$ cat src/rtl/lsu_mem_stage_pkg.sv
// Shared types and constants for the load/store memory stage.
// The request layout assumes the default 32-bit address and a 4 x 8-bit data word.
package lsu_mem_stage_pkg;
  localparam int LSU_ADDR_W = 32;
  localparam int LSU_DATA_W = 32;
  localparam int NUM_LANES  = 4;
  localparam int LANE_W     = 8;

  typedef enum logic [1:0] {
    IDLE = 2'd0,
    REQ  = 2'd1,
    RESP = 2'd2,
    DONE = 2'd3
  } lsu_state_e;

  typedef struct packed {
    logic                  we;
    logic [LSU_ADDR_W-1:0] addr;
    logic [LSU_DATA_W-1:0] wdata;
    logic [NUM_LANES-1:0]  mask;
  } lsu_req_s;
endpackage

$ cat src/rtl/lsu_mem_stage_byte_lane.sv
// One little-endian byte lane: write enable, store byte steering and load byte pick.
module lsu_byte_lane
  import lsu_mem_stage_pkg::*;
#(
  parameter int LANE = 0
) (
  input  logic [1:0]        lane_i,
  input  logic              byte_op_i,
  input  logic              store_i,
  input  logic [LANE_W-1:0] sbyte0_i,
  input  logic [LANE_W-1:0] sbyte_own_i,
  input  logic [LANE_W-1:0] rbyte_own_i,
  output logic              mask_o,
  output logic [LANE_W-1:0] wdata_o,
  output logic [LANE_W-1:0] rbyte_o
);
  logic sel;

  assign sel     = (lane_i == 2'(LANE));
  assign mask_o  = store_i & (~byte_op_i | sel);
  // Byte stores replicate the low byte so any lane can be written.
  assign wdata_o = byte_op_i ? sbyte0_i : sbyte_own_i;
  assign rbyte_o = sel ? rbyte_own_i : '0;
endmodule

$ cat src/rtl/lsu_mem_stage.sv
// Load/store stage: one outstanding valid/yumi memory access, byte-lane alignment,
// load writeback pulse and upstream stall.
module lsu_mem_stage
  import lsu_mem_stage_pkg::*;
#(
  parameter int ADDR_W = 32,
  parameter int DATA_W = 32,
  parameter int RD_W   = 5
) (
  input  logic              clk,
  input  logic              reset,
  input  logic              valid_i,
  input  logic              is_mem_op_i,
  input  logic              is_load_op_i,
  input  logic              is_store_op_i,
  input  logic              is_byte_op_i,
  input  logic [ADDR_W-1:0] addr_i,
  input  logic [DATA_W-1:0] store_data_i,
  input  logic [RD_W-1:0]   rd_i,
  output logic              ready_o,
  output logic              stall_o,
  output logic              mem_req_valid_o,
  output logic              mem_req_we_o,
  output logic [ADDR_W-1:0] mem_req_addr_o,
  output logic [DATA_W-1:0] mem_req_wdata_o,
  output logic [3:0]        mem_req_mask_o,
  input  logic              mem_req_yumi_i,
  input  logic              mem_resp_valid_i,
  input  logic [DATA_W-1:0] mem_resp_data_i,
  output logic              wb_valid_o,
  output logic [RD_W-1:0]   wb_rd_o,
  output logic [DATA_W-1:0] wb_data_o,
  output logic              misaligned_o
);
  lsu_state_e        state_q, state_d;
  logic              load_q, store_q, byte_q;
  logic [ADDR_W-1:0] addr_q;
  logic [DATA_W-1:0] sdata_q, wb_data_q;
  logic [RD_W-1:0]   rd_q;

  logic accept, misaligned;
  logic [NUM_LANES-1:0]             lane_mask;
  logic [NUM_LANES-1:0][LANE_W-1:0] lane_wdata, lane_rbyte;
  logic [LANE_W-1:0]                ld_byte;
  logic [DATA_W-1:0]                ld_ext;
  lsu_req_s                         req;

  assign accept     = (state_q == IDLE) & valid_i & is_mem_op_i;
  assign misaligned = accept & ~is_byte_op_i & (addr_i[1:0] != 2'b00);

  for (genvar g = 0; g < NUM_LANES; g++) begin : g_lane
    lsu_byte_lane #(.LANE(g)) u_lane (
      .lane_i      (addr_q[1:0]),
      .byte_op_i   (byte_q),
      .store_i     (store_q),
      .sbyte0_i    (sdata_q[LANE_W-1:0]),
      .sbyte_own_i (sdata_q[g*LANE_W +: LANE_W]),
      .rbyte_own_i (mem_resp_data_i[g*LANE_W +: LANE_W]),
      .mask_o      (lane_mask[g]),
      .wdata_o     (lane_wdata[g]),
      .rbyte_o     (lane_rbyte[g])
    );
  end

  // Only the selected lane contributes a non-zero byte, so OR collapses them.
  always_comb begin
    ld_byte = '0;
    for (int i = 0; i < NUM_LANES; i++) ld_byte = ld_byte | lane_rbyte[i];
  end

  assign ld_ext = byte_q ? {{(DATA_W-LANE_W){1'b0}}, ld_byte} : mem_resp_data_i;

  always_comb begin
    req       = '0;
    req.we    = store_q;
    req.addr  = {addr_q[ADDR_W-1:2], 2'b00};
    req.wdata = lane_wdata;
    req.mask  = lane_mask;
  end

  assign mem_req_we_o    = req.we;
  assign mem_req_addr_o  = req.addr;
  assign mem_req_wdata_o = req.wdata;
  assign mem_req_mask_o  = req.mask;

  always_comb begin
    state_d         = state_q;
    ready_o         = 1'b0;
    stall_o         = 1'b0;
    mem_req_valid_o = 1'b0;
    wb_valid_o      = 1'b0;
    misaligned_o    = 1'b0;
    case (state_q)
      IDLE: begin
        ready_o      = 1'b1;
        misaligned_o = misaligned;
        if (accept && !misaligned) begin
          stall_o = 1'b1;
          state_d = REQ;
        end
      end
      REQ: begin
        stall_o         = 1'b1;
        mem_req_valid_o = 1'b1;
        if (mem_req_yumi_i) state_d = load_q ? RESP : DONE;
      end
      RESP: begin
        stall_o = 1'b1;
        if (mem_resp_valid_i) state_d = DONE;
      end
      DONE: begin
        wb_valid_o = load_q;
        state_d    = IDLE;
      end
      default: state_d = IDLE;
    endcase
  end

  always_ff @(posedge clk or posedge reset) begin
    if (reset) begin
      state_q   <= IDLE;
      load_q    <= 1'b0;
      store_q   <= 1'b0;
      byte_q    <= 1'b0;
      addr_q    <= '0;
      sdata_q   <= '0;
      rd_q      <= '0;
      wb_data_q <= '0;
    end else begin
      state_q <= state_d;
      if (accept) begin
        load_q  <= is_load_op_i;
        store_q <= is_store_op_i;
        byte_q  <= is_byte_op_i;
        addr_q  <= addr_i;
        sdata_q <= store_data_i;
        rd_q    <= rd_i;
      end
      if (state_q == RESP && mem_resp_valid_i) wb_data_q <= ld_ext;
    end
  end

  assign wb_rd_o   = rd_q;
  assign wb_data_o = wb_data_q;
endmodule

$ cat config.mk
export PLATFORM = sky130hd
export DESIGN_NAME = lsu_mem_stage
export DESIGN_NICKNAME = d
export VERILOG_FILES = /design/src/rtl/lsu_mem_stage_pkg.sv /design/src/rtl/lsu_mem_stage_byte_lane.sv /design/src/rtl/lsu_mem_stage.sv
export SDC_FILE = /design/constraint.sdc
export NUM_CORES = 1
export LEC_CHECK = 0
export ABC_AREA = 1
export BUFFER_PORTS_ARGS = -buffer_cell sky130_fd_sc_hd__buf_2
export CAP_MARGIN = 5
export CORE_UTILIZATION = 40
export DETAILED_ROUTE_END_ITERATION = 7
export PLACE_DENSITY = 0.71
export SLEW_MARGIN = 40
export SYNTH_ARGS = -nofsm -noshare
export SYNTH_HDL_FRONTEND = slang
export SYNTH_HIERARCHICAL = 1
export SYNTH_SLANG_ARGS = --single-unit
$ cat constraint.sdc
create_clock -name clk -period 3.7 [get_ports clk]
set_input_delay 0.74 -clock clk [delete_from_list [all_inputs] [get_ports clk]]
set_output_delay 0.74 -clock clk [all_outputs]
set_load 0.005 [all_outputs]
==> out/qor.yml <==
rsz0062_at_grt: "no"
p_leak_uw: 0.00393
cts_hold_buf: 0
synthToLayoutAreaGrowth_pct: 22.0
die_y_um: 118
slew_viol_final: 0
netlist_area_um2: 5390
hp-class: "primary input to async pin"
yosysWarnings: 6
drc_errors: 0
place_ws_ns: 1.45
grt_max_degree: 107
root_buffer: "clkbuf_16"
syn-instance-count: 725
outcome: "finished, final reports clean"
drt_iter0_markers: 317
r2r_slack_ns: 1.65
post-route-period-util_pct: 70.8
globalRouteMet3Util_pct: 3.92
grt_usage_pct: 20.4
slowest_delay_ns: 0.45
cts_resized: 0
cp.depth: 7
setup_viol_count_final: 0
grt-ovfl-total: 0
startpoint: "state_q[0]"
path_class: "register to output pin"
fmax_mhz: 382
power_uw: 5080
seq_area_frac_synth_pct: 49.2
final_antenna_net_count: 0
tns_ns: 0
layout_commonest_cell: "nand2_1"
antenna_cells: 0
synth.distinct_cells: 21
endpoint_kind: "output pin"
cts_tree: "yes"
numClockSinks: 106
place.gp.congestion: 0.818
crit_fanout: 9
rr_worst_depth: 7
crit_path_cell_trace: "inv_1 -> ha_1 -> nand2_1 -> nor2_4 -> o21ai_0 -> a21oi_1 -> buf_2"
synth_area_leaders: "dfrtp_1 (49%), nand2_1 (23%), inv_1 (5.6%)"
port_buffers: 218
fp.dieW_um: 118
cts_buffers: 9
num_vias: 4847
drtPass1Iterations: 5
dp_hpwl_um: 9760
grt_use_met1_pct: 27.3
routed_wl_um: 13700
drv_cap: 0
ios: 221
hold_viol: 0
ctsHtreeMaxLevel: 3
path_buf_inv: 2
yosys_register_bits: 106
netlist.area_leader.share_pct: 49.2
vias_per_cell: 4.49
r2r_end: "addr_q[16]"
worstMarginPinSlew_ns: 0.711
skew_ns: 0.00744
power_density_nw_per_um2: 773
clock_path_buffers: 2
min_period_ns: 2.62
final_cell_mix: "nand2_1 (337), buf_2 (218), dfrtp_1 (105), inv_1 (79), o21ai_0 (59)"
use_met2_pct: 31.9
wl_per_cell_um: 12.7
cp.arrival_ns: 1.88
start_util_pct: 40.9
critPathSlowestCell: "dfrtp_1"
fp.coreArea_um2: 13200
die_area_um2: 13900
cp_data_required_time_ns: 2.96
fin_nets: 1015
yosys.area.top_type: "dfrtp_1"
worstSkewPairLatency_ns: 0.35
drive_above_1_share_pct: 27.4
post_cts_buffers: 0
grt_pass1_vias: 4563
r2r_start: "state_q[0]"
startpoint_type: "register"
fin_ws_ns: 1.08
critPathCapture: "stall_o"
grt_pass1_wl_um: 22500
ir_worst_vdd_uv: 350
antenna_found_initial: 0
fp-row-count: 42
crit_family: "flip-flops"
maxSlewHeadroom_pct: 52.6
syn_area_per_cell_um2: 7.43
busiest_layer: "met2"
clk_pin_slew_ns: 0.07
[routing by layer]
layer	routed length, um	share of wire, %
met3	798	5.8
met2	6240	46
met1	6310	46
met4	338	2.5
met5	0	0
[kinds of logic (layout without fill, tap and decap cells)]
family | after synthesis | after routing | share of synthesized area [%]
AOI/OAI and AO/OA | 73 | 73 | 6.80
buffers and inverters | 145 | 322 | 14.4
DFF | 106 | 106 | 49.2
other | 1 | 2 | 0.0696
and+or+nand+nor | 394 | 394 | 28.1
adders and majority gates | 6 | 6 | 1.39
[how the worst min path moves through the flow]
stage,start,slack [ns],to,cells past startpoint
after global routing,addr_q[5],0.48,addr_q[5],2
after detailed placement,addr_q[10],0.45,addr_q[10],2
after floorplan,sdata_q[10],0.44,sdata_q[10],2
after CTS,addr_q[10],0.47,addr_q[10],2
final,reset,0.47,wb_data_o[19],3
after global placement,addr_q[17],0.45,addr_q[17],2
[cell usage after synthesis (all sizes together)]
cell type and instances:
inv 85, a21oi 5, nand3 3, o21ai 67, nor2 45, dfrtp 106
clkbuf 2, nand2 337, buf 58, ha 6, o22ai 1, conb 1
nor3 9
[registers in the layout, summed over array words and instances, names as in the netlist]
| signal | count |
|---|---|
| byte_q | 1 |
| addr_q | 32 |
| state_q | 2 |
| load_q | 1 |
| sdata_q | 32 |
| wb_rd_o | 5 |
| wb_data_o | 32 |
| mem_req_we_o | 1 |
[final cells by class]
cell class	instances	area, um^2
Inverter	85	327
Sequential cell	106	2660
Fill cell	1352	6620
Tap cell	176	220
Multi-Input combinational cell	475	1960
Clock buffer	13	260
Clock inverter	2	12.5
Timing Repair Buffer	222	1130
[power by group]
group	internal, uW	switching [uW]	total, uW
Clock	489	407	896
Combinational	892	1160	2060
Sequential	1680	456	2130
Total	3060	2030	5080
[worst register-to-register path, stage by stage (launching register included)]
cell	delay, ns
dfrtp_1	0.45
inv_1	0.16
ha_1	0.23
nand2_1	0.10
nor2_4	0.18
buf_4	0.57
nand2_1	0.18
nand2_1	0.11
[stage by stage]
stage | utilization (%) | hold slack, ns | std cells | cell area, um^2
3_5_place_dp | 47.8 | 0.453 | 1064 | 6300
3_3_place_gp | 47.7 | 0.449 | 1064 | 6300
4_1_cts | 49.8 | 0.469 | 1079 | 6570
5_1_grt | 49.8 | 0.478 | 1079 | 6570
2_1_floorplan | - | 0.442 | 726 | 5390
6_report | 49.8 | 0.466 | 1079 | 6570
(Power assumes the default switching activity.)
